[src/rtl/sfp_pkg.sv]
// Shared definitions for the SFP accumulate+ReLU sequencer: state encoding
// and fixed pipeline depths of the surrounding datapath.
package sfp_pkg;

    typedef enum logic [2:0] {
        S_IDLE  = 3'd0,
        S_CLEAR = 3'd1,
        S_READ  = 3'd2,
        S_DRAIN = 3'd3,
        S_WRITE = 3'd4,
        S_DONE  = 3'd5
    } state_t;

    // DRAIN covers the final accumulate plus the SFP's ReLU output register.
    localparam int DRAIN_CYC = 2;
    localparam int PMEM_LAT  = 1;

endpackage

[src/rtl/sfp_addr_gen.sv]
// Kernel-position (k) and pixel (o) counters plus the running psum address,
// which steps by NUM_OUT per read from base o instead of using a multiplier.
module sfp_addr_gen
    import sfp_pkg::*;
#(
    parameter int NUM_ACC = 9,
    parameter int NUM_OUT = 16,
    parameter int PA_W    = 8,
    parameter int OA_W    = 4
) (
    input  logic            i_clk,
    input  logic            i_reset,
    input  logic            i_clrO,
    input  logic            i_clrK,
    input  logic            i_incK,
    input  logic            i_incO,
    output logic [PA_W-1:0] o_addr,
    output logic [OA_W-1:0] o_o,
    output logic            o_lastK,
    output logic            o_lastO
);

    localparam int KW = (NUM_ACC > 1) ? $clog2(NUM_ACC) : 1;

    logic [KW-1:0]   r_k;
    logic [OA_W-1:0] r_o;
    logic [PA_W-1:0] r_addr;

    always_ff @(posedge i_clk) begin
        if (!i_reset) begin
            r_k    <= '0;
            r_o    <= '0;
            r_addr <= '0;
        end else begin
            if (i_clrO) begin
                r_o <= '0;
            end else if (i_incO) begin
                r_o <= r_o + OA_W'(1);
            end

            // Reloading the base from o at CLEAR realigns the address per pixel.
            if (i_clrK) begin
                r_k    <= '0;
                r_addr <= PA_W'(r_o);
            end else if (i_incK) begin
                r_k    <= r_k + KW'(1);
                r_addr <= r_addr + PA_W'(NUM_OUT);
            end
        end
    end

    assign o_addr  = r_addr;
    assign o_o     = r_o;
    assign o_lastK = (r_k == KW'(NUM_ACC - 1));
    assign o_lastO = (r_o == OA_W'(NUM_OUT - 1));

endmodule

[src/rtl/sfp_acc_ctrl.sv]
// Sequencer for the SFP accumulate+ReLU stage: per output pixel it clears the
// accumulators, streams NUM_ACC psum rows into the SFP, drains, then writes.
module sfp_acc_ctrl
    import sfp_pkg::*;
#(
    parameter int NUM_ACC = 9,
    parameter int NUM_OUT = 16,
    parameter int PA_W    = 8,
    parameter int OA_W    = 4
) (
    input  logic            i_clk,
    input  logic            i_reset,
    input  logic            i_start,
    input  logic            i_stall,
    output logic            o_busy,
    output logic            o_done,
    output logic            o_pmem_rd,
    output logic [PA_W-1:0] o_pmem_addr,
    output logic            o_acc_clr,
    output logic            o_acc_en,
    output logic            o_omem_wr,
    output logic [OA_W-1:0] o_omem_addr
);

    localparam int DW = (DRAIN_CYC > 1) ? $clog2(DRAIN_CYC) : 1;

    state_t          r_state;
    state_t          w_next;
    logic [DW-1:0]   r_drainCnt;
    logic            w_drainLast;

    logic            w_busy;
    logic            w_done;
    logic            w_issue;
    logic            w_accClr;
    logic            w_omemWr;
    logic            w_clrO;
    logic            w_clrK;
    logic            w_incO;

    logic [PA_W-1:0] w_addr;
    logic [OA_W-1:0] w_o;
    logic            w_lastK;
    logic            w_lastO;

    sfp_addr_gen #(
        .NUM_ACC (NUM_ACC),
        .NUM_OUT (NUM_OUT),
        .PA_W    (PA_W),
        .OA_W    (OA_W)
    ) u_addrGen (
        .i_clk   (i_clk),
        .i_reset (i_reset),
        .i_clrO  (w_clrO),
        .i_clrK  (w_clrK),
        .i_incK  (w_issue),
        .i_incO  (w_incO),
        .o_addr  (w_addr),
        .o_o     (w_o),
        .o_lastK (w_lastK),
        .o_lastO (w_lastO)
    );

    always_ff @(posedge i_clk) begin
        if (!i_reset) begin
            r_state    <= S_IDLE;
            r_drainCnt <= '0;
        end else begin
            r_state    <= w_next;
            r_drainCnt <= (r_state == S_DRAIN) ? r_drainCnt + DW'(1) : '0;
        end
    end

    assign w_drainLast = (r_drainCnt == DW'(DRAIN_CYC - 1));

    always_comb begin
        w_next = r_state;
        case (r_state)
            S_IDLE:  if (i_start) w_next = S_CLEAR;
            S_CLEAR: w_next = S_READ;
            S_READ:  if (!i_stall && w_lastK) w_next = S_DRAIN;
            S_DRAIN: if (w_drainLast) w_next = S_WRITE;
            S_WRITE: w_next = w_lastO ? S_DONE : S_CLEAR;
            S_DONE:  w_next = S_IDLE;
            default: w_next = S_IDLE;
        endcase
    end

    // o stops at NUM_OUT-1 on the last write so the counter never wraps in a run.
    always_comb begin
        w_busy   = (r_state != S_IDLE);
        w_done   = (r_state == S_DONE);
        w_issue  = (r_state == S_READ) && !i_stall;
        w_accClr = (r_state == S_CLEAR);
        w_omemWr = (r_state == S_WRITE);
        w_clrO   = (r_state == S_IDLE);
        w_clrK   = (r_state == S_CLEAR);
        w_incO   = (r_state == S_WRITE) && !w_lastO;
    end

    // acc_en follows pmem_rd by the memory latency regardless of state.
    always_ff @(posedge i_clk) begin
        if (!i_reset) begin
            o_busy      <= 1'b0;
            o_done      <= 1'b0;
            o_pmem_rd   <= 1'b0;
            o_pmem_addr <= '0;
            o_acc_clr   <= 1'b0;
            o_acc_en    <= 1'b0;
            o_omem_wr   <= 1'b0;
            o_omem_addr <= '0;
        end else begin
            o_busy      <= w_busy;
            o_done      <= w_done;
            o_pmem_rd   <= w_issue;
            o_pmem_addr <= w_issue ? w_addr : '0;
            o_acc_clr   <= w_accClr;
            o_acc_en    <= o_pmem_rd;
            o_omem_wr   <= w_omemWr;
            o_omem_addr <= w_omemWr ? w_o : '0;
        end
    end

endmodule

[config.mk]
export PLATFORM = sky130hd
export DESIGN_NAME = sfp_acc_ctrl
export DESIGN_NICKNAME = d
export VERILOG_FILES = /design/src/rtl/sfp_pkg.sv /design/src/rtl/sfp_addr_gen.sv /design/src/rtl/sfp_acc_ctrl.sv
export SDC_FILE = /design/constraint.sdc
export NUM_CORES = 1
export LEC_CHECK = 0
export CAP_MARGIN = 10
export CORE_MARGIN = 2
export CORE_UTILIZATION = 40
export DETAILED_ROUTE_END_ITERATION = 16
export SLEW_MARGIN = 20
export SYNTH_ARGS = -nofsm -noshare
export SYNTH_HDL_FRONTEND = slang
export SYNTH_SLANG_ARGS = --single-unit
[constraint.sdc]
create_clock -name i_clk -period 4.6 [get_ports i_clk]
set_clock_uncertainty 0.15 [all_clocks]
set_input_delay 1.15 -clock i_clk [delete_from_list [all_inputs] [get_ports i_clk]]
set_output_delay 1.15 -clock i_clk [all_outputs]
set_load 0.01 [all_outputs]
[Word-level counts from Yosys, hierarchy flattened]
Index checks and enable logic that the tools add are counted.
Operators by class
  divide/modulo/power cells: 0
  reduce and logical (&&, ||, !) cells: 14
  multiplexer cells: 7
  eq/ne operators: 10
  $add $sub $neg: 4
  $lt $le $gt $ge: 0
  multiply operators: 0
  shift operators: 0
  bitwise logic cells: 1
Operator list (count)
  $pmux W3 S5: 1
  $mux W3: 4
  $add A4 B1 Y4 const B: 2
  $add A8 B5 Y8 const B: 1
  $eq A4 B4 Y1 const B: 2
  $mux W4: 2
  $eq A3 B2 Y1 const B: 2
  $eq A3 B3 Y1 const B: 2
  $ne A2 B2 Y1 const B: 3
  $reduce_and A2 Y1: 3
  $reduce_or A2 Y1: 2
  $eq A3 B1 Y1 const B: 1
  $logic_and A1 B1 Y1: 3
  $logic_not A3 Y1: 1
  $reduce_and A3 Y1: 1
  $reduce_bool A3 Y1: 1
  $logic_not A1 Y1: 2
  $reduce_bool A2 Y1: 1
  $add A1 B1 Y1 const B: 1
  $not A1 Y1: 1
Word-level totals
  memories kept: 0
  bits in latches: 0
  memory bits (read-only): 0
  output and inout bits: 18
  word-level logic and storage cells: 50
  register bits: 38
  RAM bits: 0

[Longest topological paths before layout]
  depth after elaboration: 4
  depth in mapped cells: 5

[By module]
From an unflattened synthesis, not the netlist that was laid out.
Unflattened totals
  cell total of the unflattened synthesis: 133
  area, all modules: 1461.4 um^2
Modules (own cells, without submodules)
  sfp_addr_gen: times used 1, sequential area each 320.3 um^2, cells an instance 70, area each 733.2 um^2
  sfp_acc_ctrl: times used 1, sequential area each 440.4 um^2, cells an instance 63, area each 728.2 um^2

[Worst setup path before layout]
No wires, ideal clock.
  kind: input -> register
  from: input port i_stall
  to: register u_addrGen.r_addr[6] (netlist: u_addrGen.o_addr[6])
  setup time: 0.066 ns
  setup slack: 2.174 ns
  cell stages on the path: 4
  arrival time: 2.210 ns
  cells stage by stage: or4b_4 buf_6 or3_1 a21oi_2
On the way
  word-level cells in the longest chain between the ends: 2
RTL lines
  from (decl): RTL line sfp_acc_ctrl.sv:14  | input logic i_stall,
  $logic_not A1 Y1: RTL line sfp_acc_ctrl.sv:93  | w_issue = (r_state == S_READ) && !i_stall;
  $logic_and A1 B1 Y1: RTL line sfp_acc_ctrl.sv:93
  to (signal assigned): RTL line sfp_addr_gen.sv:44  | r_addr <= PA_W'(r_o);
  to (signal assigned): RTL line sfp_addr_gen.sv:47  | r_addr <= r_addr + PA_W'(NUM_OUT);
  to (decl): RTL line sfp_addr_gen.sv:27  | logic [PA_W-1:0] r_addr;
Every way passes these cells.
A chain may end at the register's enable or synchronous reset.

[Worst setup path in the final report]
  from: input port i_stall
  to: register u_addrGen.r_k[3]
On the way
  word-level cells in the longest chain between the ends: 2
RTL lines
  $logic_not A1 Y1: RTL line sfp_acc_ctrl.sv:93
  $logic_and A1 B1 Y1: RTL line sfp_acc_ctrl.sv:93
  to (signal assigned): RTL line sfp_addr_gen.sv:46  | r_k <= r_k + KW'(1);
  to (decl): RTL line sfp_addr_gen.sv:25  | logic [KW-1:0] r_k;
Every way passes these cells.

==> impl_metrics.csv <==
group,metric,value,unit
run_status,status,"complete, no violations",
cts,clk_latency,0.33,ns
critical_path,cp_slowest_cell,"or4b_4",
drt,vias,1069,
placed_design,dp_cells,202,
synth,synth-simple-area-share,24.9,%
placed_design,gp_congestion,0.707,
layout,post_layout_nonfiller_instances,210,
cts,ctsHoldBuffers,0,
drt,first_iter_violations,33,
synth,syn_area,0.00141,mm²
critical_path,end_kind,"register",
drt,viasPerCell,5.09,
layout,final_cell_mix,"dfxtp_1, clkdlybuf4s50_1, and3_1",
layout,drive_gt1_share,6.71,%
cts,root_buffer,"clkbuf_4",
critical_path,crit_required,4.72,ns
global_routing,overflow,0,
cts,cts_setup_buffers,0,
synth,synth-compound-area-share,9.49,%
critical_path,slowest_delay,0.57,ns
cts,cts.sinks,38,
worst_hold_path,holdCritPathClass,"reg -> reg",
global_routing,grt_max_degree,20,
drt,drt-total-wl,2550,µm
cts,post_cts_resize_count,0,
synth,syn_area_per_cell,9.94,µm²
synth,syn_inst,142,
synth,synth_xor_area_share,0.621,%
synth,synth_fp_nets,150,
timing,fmax,0.389,GHz
timing,finalSetupViolCount,0,
synth,yosysWarnings,0,
cts,clock_path_buffers,2,
cts,cts_htree_levels,2,
synth,synth_top_family_by_area,"simple AND/OR/NAND/NOR gates",
timing,slew_headroom,62.2,%
layout,finalNetCount,171,
global_routing,grt_pass1_wl,4580,µm
global_routing,antenna_found_initial,0,
layout,areaGrowthSynthToFinish,21.5,%
synth,synthDistinctLibCells,31,
die,die-area,0.00402,mm²
synth,ys_ff_latch,38,
layout,antenna_cells,0,
placed_design,placedInstanceArea,0.00164,mm²
die,core,0.00336,mm²
die,ios,22,
synth,synthMuxAreaShare,2.84,%
synth,async_reset_ff_share,0,%
synth,synth_edf_count,0,
run,maxCapViolCount,0,
drt,drtAntennaViolNets,0,
die,start_util,42.0,%
synth,synthAdderAreaFrac,3.55,%
layout,fin_area,0.00171,mm²
global_routing,grtUsageTotal,14.9,%
drt,drt-pass1-iter-count,4,
critical_path,worstPathArrival,2.69,ns
timing,timing.final.ws_setup,2.03,ns
power_and_ir_drop,ir_drop,0.154,mV
global_routing,first_global_vias,996,
synth,yosysSeqAreaShare,53.9,%
power_and_ir_drop,leakagePower,0.000646,µW
cts,cts_made_buffers,5,
placed_design,portBuffers,21,
cts,cts_tree,"built",
timing,rsz0062_at_grt,"no",
critical_path,start_kind,"input pin",
timing,post-route-period-util,55.9,%
timing,hold_viol,0,
die,die_x,63.4,µm
die,rows,21,
drt,drc_errors,0,
synth,yosys_most_used_dff,"dfxtp_1",
critical_path,criticalPathCategory,"in -> reg",
layout,multi_input_area,584,µm²
timing,drv_slew,0,
timing,min_period,2.57,ns
cts,clk_pin_slew,0.11,ns
placed_design,pre_cts_slack,1.69,ns
timing,worst_pin_slew,0.564,ns
layout,register_area,761,µm²
placed_design,dp_hpwl,1720,µm
timing,setup_tns,0,ns
power_and_ir_drop,power_density,355,mW/mm²
die,chipHeight,63.4,µm
layout,n_fill_cell,343,
drt,wl_per_cell,12.1,µm
layout,final_common_cell,"dfxtp_1",
critical_path,path_max_fanout,12,
critical_path,path_cells,"clkdlybuf4s50_1, or4b_4, or3_1, a21oi_1",
==> synthesized netlist by cell type (3+ instances only) <==
| cell type | n | area [µm²] |
|---|---|---|
| a211oi_1 | 3 | 22.5 |
| o21ai_0 | 6 | 30.0 |
| inv_1 | 5 | 18.8 |
| nor2_1 | 9 | 33.8 |
| dfxtp_1 | 38 | 761 |
| and3_1 | 11 | 68.8 |
| mux2i_1 | 4 | 40.0 |
| clkbuf_1 | 4 | 15.0 |
| nand2b_1 | 3 | 18.8 |
| nand3_1 | 4 | 20.0 |
| ha_1 | 4 | 50.1 |
| a21oi_1 | 7 | 35.0 |
| nand2_1 | 10 | 37.5 |
| and2_1 | 7 | 43.8 |
| or3_1 | 4 | 25.0 |
==> power breakdown <==
| part | leakage [µW] | switching [µW] | total (µW) | internal [µW] |
|---|---|---|---|---|
| clock | 0.0000395 | 103 | 218 | 115 |
| sequential | 0.000307 | 8.52 | 344 | 335 |
| combinational | 0.000300 | 25.5 | 46.6 | 21.1 |
==> per-layer routing <==
| layer | vias up | track usage (%) | share of wire [%] | wire, µm |
|---|---|---|---|---|
| met5 | - | 0 | 0 | 0 |
| met3 | 3 | 5.89 | 4.3 | 109 |
| met1 | 502 | 18.3 | 46 | 1180 |
| met4 | 0 | 5.71 | 0.94 | 24 |
| li1 | 537 | - | - | - |
| met2 | 27 | 23.3 | 48 | 1230 |
==> state kept, by name, summed over array words and instances, names as in the netlist <==
name and count:
o_acc_clr 1, o_acc_en 1, o_busy 1, o_done 1
o_omem_addr 4, o_omem_wr 1, o_pmem_addr 8, o_pmem_rd 1
r_drainCnt 1, r_state 3, u_addrGen.o_addr 8, u_addrGen.o_o 4
u_addrGen.r_k 4
==> final cells by class <==
type | count | share of cell area, %
clock buffers | 7 | 2.63
clock inverters | 1 | 1.75
inverters | 5 | 1.09
multi-input cells | 91 | 34.1
flip-flops and latches | 38 | 44.4
well taps | 46 | 3.36
repair buffers | 22 | 12.7
==> cells by family (layout without fill, tap and decap cells) <==
group | Yosys count | after routing
simple gates | 60 | 60
flops | 38 | 38
compound gates | 22 | 22
buf+inv | 13 | 35
fa+ha+maj | 4 | 4
mux | 4 | 4
xor+xnor | 1 | 1
==> worst paths after layout <==
kind	depth (start not counted)	slack, ns	to	startpoint
worst min-delay path	1	0.32	o_acc_en	o_pmem_rd
worst min register to register	1	0.32	o_acc_en	o_pmem_rd
worst max register to register	3	2.73	u_addrGen.r_k[3]	r_state[2]
worst max-delay path	4	2.03	u_addrGen.r_k[3]	i_stall
==> metrics by stage <==
stage | utilization (%) | total power (µW) | hold slack, ns
after floorplan | - | 387 | 0.302
after global placement | 48.7 | 398 | 0.308
after detailed placement | 48.7 | 398 | 0.300
after CTS | 51.0 | 615 | 0.325
after global routing | 51.0 | 643 | 0.354
final | 51.0 | 609 | 0.321
==> worst max-delay path, delay by kind of cell <==
family                 cells  cell delay [ns]
buffers and inverters      1             0.44
AO/OA/AOI/OAI              1             0.14
AND/OR/NAND/NOR            2             0.96
No activity file was read; power rests on OpenSTA's default activity.
